==> src/rtl/filter_align_ctrl_5x5_if.sv <==
// rtl/filter_align_ctrl_5x5_if.sv - stream/line-memory signal bundle for the 5x5 aligner sequencer
//
// Purpose: groups the frame/pixel inputs and the line-memory control outputs of
// filter_align_ctrl_5x5 so they travel as one port.
// Signals:
//   vs, de, hsize, vsize                       frame start, pixel valid, latched frame sizes
//   mem_ren, mem_sel, mem_waddr, mem_raddr     line-memory control
//   pad_y                                      top/bottom padding flags for the current output row
//   busy, frame_done, err                      frame status
// Modports: master drives the stream (source/bench), slave is the sequencer.

interface filter_align_ctrl_5x5_if #(
    parameter int MEM_ADDR_WIDTH = 11,
    parameter int V_CNT_WIDTH    = 11
);
    logic                      vs;
    logic                      de;
    logic [MEM_ADDR_WIDTH:0]   hsize;
    logic [V_CNT_WIDTH-1:0]    vsize;
    logic                      mem_ren;
    logic [1:0]                mem_sel;
    logic [MEM_ADDR_WIDTH-1:0] mem_waddr;
    logic [MEM_ADDR_WIDTH-1:0] mem_raddr;
    logic [3:0]                pad_y;
    logic                      busy;
    logic                      frame_done;
    logic                      err;

    modport master (
        output vs, de, hsize, vsize,
        input  mem_ren, mem_sel, mem_waddr, mem_raddr, pad_y, busy, frame_done, err
    );

    modport slave (
        input  vs, de, hsize, vsize,
        output mem_ren, mem_sel, mem_waddr, mem_raddr, pad_y, busy, frame_done, err
    );
endinterface

==> src/rtl/filter_align_ctrl_5x5.sv <==
// rtl/filter_align_ctrl_5x5.sv - line/pixel sequencer for the 5x5 line-buffer aligner
//
// Purpose: tracks pixel and line position of the live stream, generates line-memory
// read/write addresses, ring select and vertical padding flags, and after the last
// input line runs two internal flush lines so every output row is emitted
// (output row r = input row r+2).
// Ports:
//   clk   clock
//   rst   asynchronous reset, active-high
//   bus   filter_align_ctrl_5x5_if.slave (stream inputs, line-memory controls, status)

module filter_align_ctrl_5x5 #(
    parameter int MEM_ADDR_WIDTH = 11,
    parameter int V_CNT_WIDTH    = 11,
    parameter int FLUSH_GAP      = 16
) (
    input  logic                    clk,
    input  logic                    rst,
    filter_align_ctrl_5x5_if.slave  bus
);
    localparam int AW = MEM_ADDR_WIDTH;
    localparam int VW = V_CNT_WIDTH;
    localparam int GW = $clog2(FLUSH_GAP + 1);

    typedef enum logic [2:0] {S_IDLE, S_FILL, S_STREAM, S_GAP, S_FLUSH} state_t;

    state_t         state;
    logic [AW:0]    hsize_q;
    logic [VW-1:0]  vsize_q;
    logic [AW-1:0]  cnt;        // pixel position; saturates at hsize-1
    logic           full_q;     // pixel hsize-1 already consumed in this line
    logic [VW:0]    line;       // one extra bit: counts through vsize+2 flush lines
    logic [GW-1:0]  gap_cnt;
    logic           act_d1;
    logic           fall_q;     // line end strobe, one cycle after activity falls
    logic [1:0]     sel_q;
    logic [3:0]     pad_q;
    logic [AW-1:0]  waddr_q;
    logic           busy_q;
    logic           done_q;
    logic           err_q;

    logic           live;
    logic           act;
    logic           at_last;
    logic           size_ok;
    logic [VW:0]    line_next;
    logic [VW:0]    vsize_ext;

    // Padding flags of the output row produced while input line l is current (row l-2).
    function automatic logic [3:0] pad_for(input logic [VW:0] l, input logic [VW-1:0] vsz);
        logic [VW:0] r;
        logic [VW:0] v;
        r = l - (VW+1)'(2);
        v = {1'b0, vsz};
        pad_for = 4'b0000;
        if (l >= (VW+1)'(2)) begin
            pad_for[0] = (r == (VW+1)'(0));
            pad_for[1] = (r == (VW+1)'(1));
            pad_for[2] = (r == v - (VW+1)'(1));
            pad_for[3] = (r == v - (VW+1)'(2));
        end
    endfunction

    always_comb begin
        live      = (state == S_FILL) || (state == S_STREAM);
        // Flush lines reuse the live-line counter and line-end logic.
        act       = (live && bus.de) || (state == S_FLUSH);
        at_last   = ({1'b0, cnt} == hsize_q - (AW+1)'(1));
        size_ok   = (bus.vsize >= VW'(3)) && (bus.hsize != '0);
        line_next = line + (VW+1)'(1);
        vsize_ext = {1'b0, vsize_q};
    end

    // Read side is combinational so read data lines up with the aligner's registered pixel.
    assign bus.mem_ren    = ((state == S_STREAM) && bus.de && (line >= (VW+1)'(2))) || (state == S_FLUSH);
    assign bus.mem_raddr  = cnt;
    assign bus.mem_waddr  = waddr_q;
    assign bus.mem_sel    = sel_q;
    assign bus.pad_y      = pad_q;
    assign bus.busy       = busy_q;
    assign bus.frame_done = done_q;
    assign bus.err        = err_q;

    always_ff @(posedge clk or posedge rst) begin
        if (rst) begin
            state   <= S_IDLE;
            hsize_q <= '0;
            vsize_q <= '0;
            cnt     <= '0;
            full_q  <= 1'b0;
            line    <= '0;
            gap_cnt <= '0;
            act_d1  <= 1'b0;
            fall_q  <= 1'b0;
            sel_q   <= 2'b00;
            pad_q   <= 4'b0000;
            waddr_q <= '0;
            busy_q  <= 1'b0;
            done_q  <= 1'b0;
            err_q   <= 1'b0;
        end else if (bus.vs) begin
            // Frame restart wins over everything; a coincident de pixel is px 0 of line 0.
            hsize_q <= bus.hsize;
            vsize_q <= bus.vsize;
            line    <= '0;
            gap_cnt <= '0;
            fall_q  <= 1'b0;
            sel_q   <= 2'b00;
            pad_q   <= 4'b0000;
            waddr_q <= '0;
            done_q  <= 1'b0;
            cnt     <= '0;
            full_q  <= 1'b0;
            if (size_ok) begin
                state  <= S_FILL;
                busy_q <= 1'b1;
                err_q  <= 1'b0;
                act_d1 <= bus.de;
                if (bus.de) begin
                    if (bus.hsize == (AW+1)'(1)) full_q <= 1'b1;
                    else                         cnt    <= AW'(1);
                end
            end else begin
                state  <= S_IDLE;
                busy_q <= 1'b0;
                err_q  <= 1'b1;
                act_d1 <= 1'b0;
            end
        end else begin
            done_q  <= 1'b0;
            act_d1  <= act;
            fall_q  <= act_d1 && !act;
            waddr_q <= (live && bus.de) ? cnt : '0;

            if (bus.de && (!live || full_q))
                err_q <= 1'b1;

            if (act && !full_q) begin
                if (at_last) full_q <= 1'b1;
                else         cnt    <= cnt + AW'(1);
            end

            case (state)
                S_GAP: begin
                    gap_cnt <= gap_cnt + GW'(1);
                    if (gap_cnt == GW'(FLUSH_GAP - 1))
                        state <= S_FLUSH;
                end
                S_FLUSH: begin
                    if (at_last) begin
                        state   <= S_GAP;
                        gap_cnt <= '0;
                    end
                end
                default: ;
            endcase

            // Line end lands two cycles after the last active cycle, so sel/pad stay
            // stable while the final reads of the line are still in flight.
            if (fall_q && (state != S_IDLE)) begin
                cnt     <= '0;
                full_q  <= 1'b0;
                gap_cnt <= '0;
                line    <= line_next;
                sel_q   <= line_next[1:0];
                pad_q   <= pad_for(line_next, vsize_q);
                case (state)
                    S_FILL:   if (line_next == (VW+1)'(2)) state <= S_STREAM;
                    S_STREAM: if (line_next == vsize_ext)  state <= S_GAP;
                    S_GAP: begin
                        if (line_next == vsize_ext + (VW+1)'(2)) begin
                            state  <= S_IDLE;
                            busy_q <= 1'b0;
                            done_q <= 1'b1;
                        end
                    end
                    default: ;
                endcase
            end
        end
    end
endmodule
==> src/flat_wrapper.sv <==
// flat-port wrapper written by rule: the top's interface ports become plain ports
module filter_align_ctrl_5x5_flat 
#(
    parameter int MEM_ADDR_WIDTH = 11,
    parameter int V_CNT_WIDTH    = 11,
    parameter int FLUSH_GAP      = 16
)
  (clk, rst, bus_vs, bus_de, bus_hsize, bus_vsize, bus_mem_ren, bus_mem_sel, bus_mem_waddr, bus_mem_raddr, bus_pad_y, bus_busy, bus_frame_done, bus_err);
  filter_align_ctrl_5x5_if #(.MEM_ADDR_WIDTH(MEM_ADDR_WIDTH), .V_CNT_WIDTH(V_CNT_WIDTH)) bus_i ();
  input  logic clk;
  input  logic rst;
  input wire logic [$bits(bus_i.vs)-1:0] bus_vs;
  input wire logic [$bits(bus_i.de)-1:0] bus_de;
  input wire logic [$bits(bus_i.hsize)-1:0] bus_hsize;
  input wire logic [$bits(bus_i.vsize)-1:0] bus_vsize;
  output wire logic [$bits(bus_i.mem_ren)-1:0] bus_mem_ren;
  output wire logic [$bits(bus_i.mem_sel)-1:0] bus_mem_sel;
  output wire logic [$bits(bus_i.mem_waddr)-1:0] bus_mem_waddr;
  output wire logic [$bits(bus_i.mem_raddr)-1:0] bus_mem_raddr;
  output wire logic [$bits(bus_i.pad_y)-1:0] bus_pad_y;
  output wire logic [$bits(bus_i.busy)-1:0] bus_busy;
  output wire logic [$bits(bus_i.frame_done)-1:0] bus_frame_done;
  output wire logic [$bits(bus_i.err)-1:0] bus_err;
  assign bus_i.vs = bus_vs;
  assign bus_i.de = bus_de;
  assign bus_i.hsize = bus_hsize;
  assign bus_i.vsize = bus_vsize;
  assign bus_mem_ren = bus_i.mem_ren;
  assign bus_mem_sel = bus_i.mem_sel;
  assign bus_mem_waddr = bus_i.mem_waddr;
  assign bus_mem_raddr = bus_i.mem_raddr;
  assign bus_pad_y = bus_i.pad_y;
  assign bus_busy = bus_i.busy;
  assign bus_frame_done = bus_i.frame_done;
  assign bus_err = bus_i.err;
  filter_align_ctrl_5x5 #(.MEM_ADDR_WIDTH(MEM_ADDR_WIDTH), .V_CNT_WIDTH(V_CNT_WIDTH), .FLUSH_GAP(FLUSH_GAP)) u_core (.clk(clk), .rst(rst), .bus(bus_i));
endmodule
==> config.mk <==
export PLATFORM = sky130hd
export DESIGN_NAME = filter_align_ctrl_5x5_flat
export DESIGN_NICKNAME = d
export VERILOG_FILES = /design/src/rtl/filter_align_ctrl_5x5_if.sv /design/src/rtl/filter_align_ctrl_5x5.sv /design/src/flat_wrapper.sv
export SDC_FILE = /design/constraint.sdc
export NUM_CORES = 1
export LEC_CHECK = 0
export ABC_AREA = 0
export CORE_ASPECT_RATIO = 0.8
export CORE_UTILIZATION = 55
export CTS_BUF_LIST = sky130_fd_sc_hd__clkbuf_8 sky130_fd_sc_hd__clkbuf_16
export DETAILED_ROUTE_END_ITERATION = 7
export GPL_TIMING_DRIVEN = 0
export PLACE_DENSITY = 0.81
export SLEW_MARGIN = 20
export SYNTH_ARGS = -nofsm -noshare
export SYNTH_HDL_FRONTEND = slang
export SYNTH_SLANG_ARGS = --single-unit
==> constraint.sdc <==
create_clock -name clk -period 5.55 [get_ports clk]
set_clock_uncertainty 0.05 [all_clocks]
set_input_delay 0.8325 -clock clk [delete_from_list [all_inputs] [get_ports clk]]
set_output_delay 0.8325 -clock clk [all_outputs]
set_load 0.01 [all_outputs]
==> impl_metrics.toml <==
[run_status]
status = "completed"

[synth]
yosysTopAreaCell = "dfrtp_1"
synth_common_cells = "dfrtp_1, nand2_1, xnor2_1"
synth.most_common_cell = "dfrtp_1"
synth_async_sr_flop_share_pct = 100
syn_area_per_cell_um2 = 8.70
synthTopCellsByArea = "dfrtp_1, xnor2_1, xor2_1"
synth_enable_flop_cells = 0
syn_nets = 676
synthesis.area_um2 = 5540
synthCells = 637
synth-seq-cells = 75
ys_types = 69
yosysWarnings = 0
synthFlopType = "dfrtp_1"
ys_seq_area_share_pct = 33.9
yosysTopAreaCellShare_pct = 33.9

[route]
firstDrtPassIters = 5
vias = 5261
routedWlPerCell_um = 18.4
ant_nets = 0
drtIter0Drc = 432
totalWireLength_mm = 15.6
drcViolationCount = 0
via_per_inst = 6.21

[cts]
cts_tree = "built"
cts_buffers = 9
cts.sinks = 75
ctsResizeCount = 0
clock_latency_ns = 0.35
clk_path_buf_depth = 2
holdBufCountCts = 0
htree_levels = 3
path_clk_slew_ns = 0.06
cts-root-buf = "clkbuf_16"
cts_setup_buffers = 0

[die]
core.rowCount = 32
die_area_um2 = 10500
die_y_um = 91.8
core_area_um2 = 9730
start_util_pct = 57.0
io-pin-count = 59
dieWidth_um = 114

[timing]
max_slew_margin_pct = 30.3
tns_ns = 0
finalCritPeriodShare_pct = 74.4
final-max-slew-violation-count = 0
rsz0062_at_grt = "false"
worst_pin_slew_ns = 1.04
finalHoldViolCount = 0
finalCriticalPeriod_ns = 4.13
setup_viol = 0
fmax_mhz = 242

[global_route]
antenna_found_initial = 0
grt_pass1_vias = 4960
track_usage_pct = 31.3
grt_pass1_wl_mm = 25.3
grt_overflow = 0
grt_max_degree = 50

[power_and_ir_drop]
power.density_nw_per_um2 = 222
finalPower_mw = 1.47
ir_worst_vdd_mv = 0.218
p_leak_nw = 2.64

[final_layout]
nets = 746
utilization_pct = 67.7
drive_above_1_share_pct = 7.88
final_cells = 847
synthToLayoutAreaGrowth_pct = 18.9
insertedDiodeCount = 0
fillers = 816

[place]
dpl.cell_count = 832
dpl.hpwl_mm = 11.8
port_buffers = 58
gp_congestion = 0.934

[setup_path]
cp-end-kind = "register"
critPathRequiredTime_ns = 5.75
crit_type = "reg -> reg"
start_kind = "register"
cp.arrival_ns = 4.33
path_max_fanout = 10

[job]
max-cap-violations = 0

[min_path]
hp-class = "reg -> reg"
final timing paths:
path,from,end,slack (ns),cells after the start
max,u_core.bus.mem_sel[0],u_core.bus.pad_y[2],1.42,10
min,u_core.bus.pad_y[2],u_core.bus.pad_y[2],0.44,2
max reg2reg,u_core.bus.mem_sel[0],u_core.bus.pad_y[2],1.42,10
min reg2reg,u_core.bus.pad_y[2],u_core.bus.pad_y[2],0.44,2
max in group asynchronous,rst,u_core.vsize_q[8],4.10,3
min in group asynchronous,rst,u_core.bus.pad_y[0],0.78,2
critical path, cell delays in order (launching register included):
cell and delay [ns]:
dfrtp_1 0.58, ha_1 0.22, buf_4 0.16, nand4_1 0.24
nor2_1 0.58, xnor2_1 0.37, nor4b_1 0.69, xor2_1 0.17
or4_1 0.56, o21a_1 0.19, o31ai_1 0.22
where the power goes:
part,leakage (nW),total (mW),switching (mW),internal [mW]
logic,1.53,0.336,0.189,0.146
registers,0.984,0.600,0.0294,0.570
clock network,0.132,0.530,0.234,0.296
total,2.64,1.47,0.452,1.01
layout make-up:
cell class | count | area [um2] | share of cell area (%)
clock inverter | 6 | 35.0 | 0.532
sequential | 75 | 1880 | 28.5
multi-input combinational | 505 | 3430 | 52.1
inverter | 18 | 70.1 | 1.06
tap | 136 | 170 | 2.58
timing repair buffer | 59 | 608 | 9.23
clock buffer | 9 | 225 | 3.42
buffer | 39 | 173 | 2.62
through the flow:
stage	setup slack, ns	area [um2]	hold slack (ns)
after global placement	1.55	6290	0.421
after CTS	1.63	6590	0.435
after global routing	1.23	6590	0.457
after detailed placement	1.68	6330	0.422
final	1.42	6590	0.436
after floorplan	2.26	5540	0.406
registers in the layout (all words and copies together) (netlist names):
name and count:
u_core.full_q 1, u_core.bus.frame_done 1, u_core.line 11, u_core.act_d1 1, u_core.hsize_q 12, u_core.bus.mem_sel 1
u_core.gap_cnt 5, u_core.bus.mem_waddr 11, u_core.bus.busy 1, u_core.vsize_q 11, u_core.fall_q 1, u_core.state 3
u_core.bus.mem_raddr 11, u_core.bus.pad_y 4, u_core.bus.err 1
layer usage:
metal | part of all wire, % | GRT usage, % | vias up
met5 | 0 | 0 | -
met4 | 2.3 | 11.4 | 0
met3 | 9.0 | 7.34 | 37
met2 | 44 | 46.7 | 262
met1 | 44 | 44.1 | 2537
li1 | - | - | 2425
layout by cell type, fill, tap and decap left out, drive strengths merged, types with 3 or more instances in the layout:
| cell type | netlist | routed |
|---|---|---|
| dfrtp | 75 | 75 |
| nand2 | 61 | 61 |
| clkdlybuf4s50 | 0 | 58 |
| xnor2 | 50 | 50 |
| nor2 | 49 | 49 |
| clkbuf | 27 | 36 |
| o21ai | 32 | 32 |
| xor2 | 31 | 31 |
| nand3 | 30 | 30 |
| nor3 | 23 | 23 |
| a21oi | 20 | 20 |
| mux2 | 20 | 20 |
| inv | 18 | 19 |
| and2 | 14 | 14 |
| or3 | 13 | 13 |
| buf | 12 | 13 |
| ha | 12 | 12 |
| mux2i | 10 | 10 |
| nand4 | 10 | 10 |
| nor4 | 10 | 10 |
| or4 | 10 | 10 |
| o31ai | 9 | 9 |
| o211ai | 8 | 8 |
| nand2b | 7 | 7 |
| and3 | 7 | 7 |
| a211oi | 7 | 7 |
| nand3b | 4 | 4 |
| nor3b | 4 | 4 |
| and4 | 4 | 4 |
| a31oi | 4 | 4 |
| or2 | 4 | 4 |
| clkinv | 0 | 4 |
| nor2b | 3 | 3 |
| o22ai | 3 | 3 |
| xnor3 | 3 | 3 |
| o21a | 3 | 3 |
| a22o | 3 | 3 |
cell families after synthesis:
family,after synthesis,synth area share (%)
flops,75,33.9
xor+xnor,84,14.0
buf+inv,57,4.33
mux,30,5.87
compound gates,120,14.7
fa+ha+maj,12,2.71
simple gates,259,24.5
No activity file was read; power rests on OpenSTA's default activity.
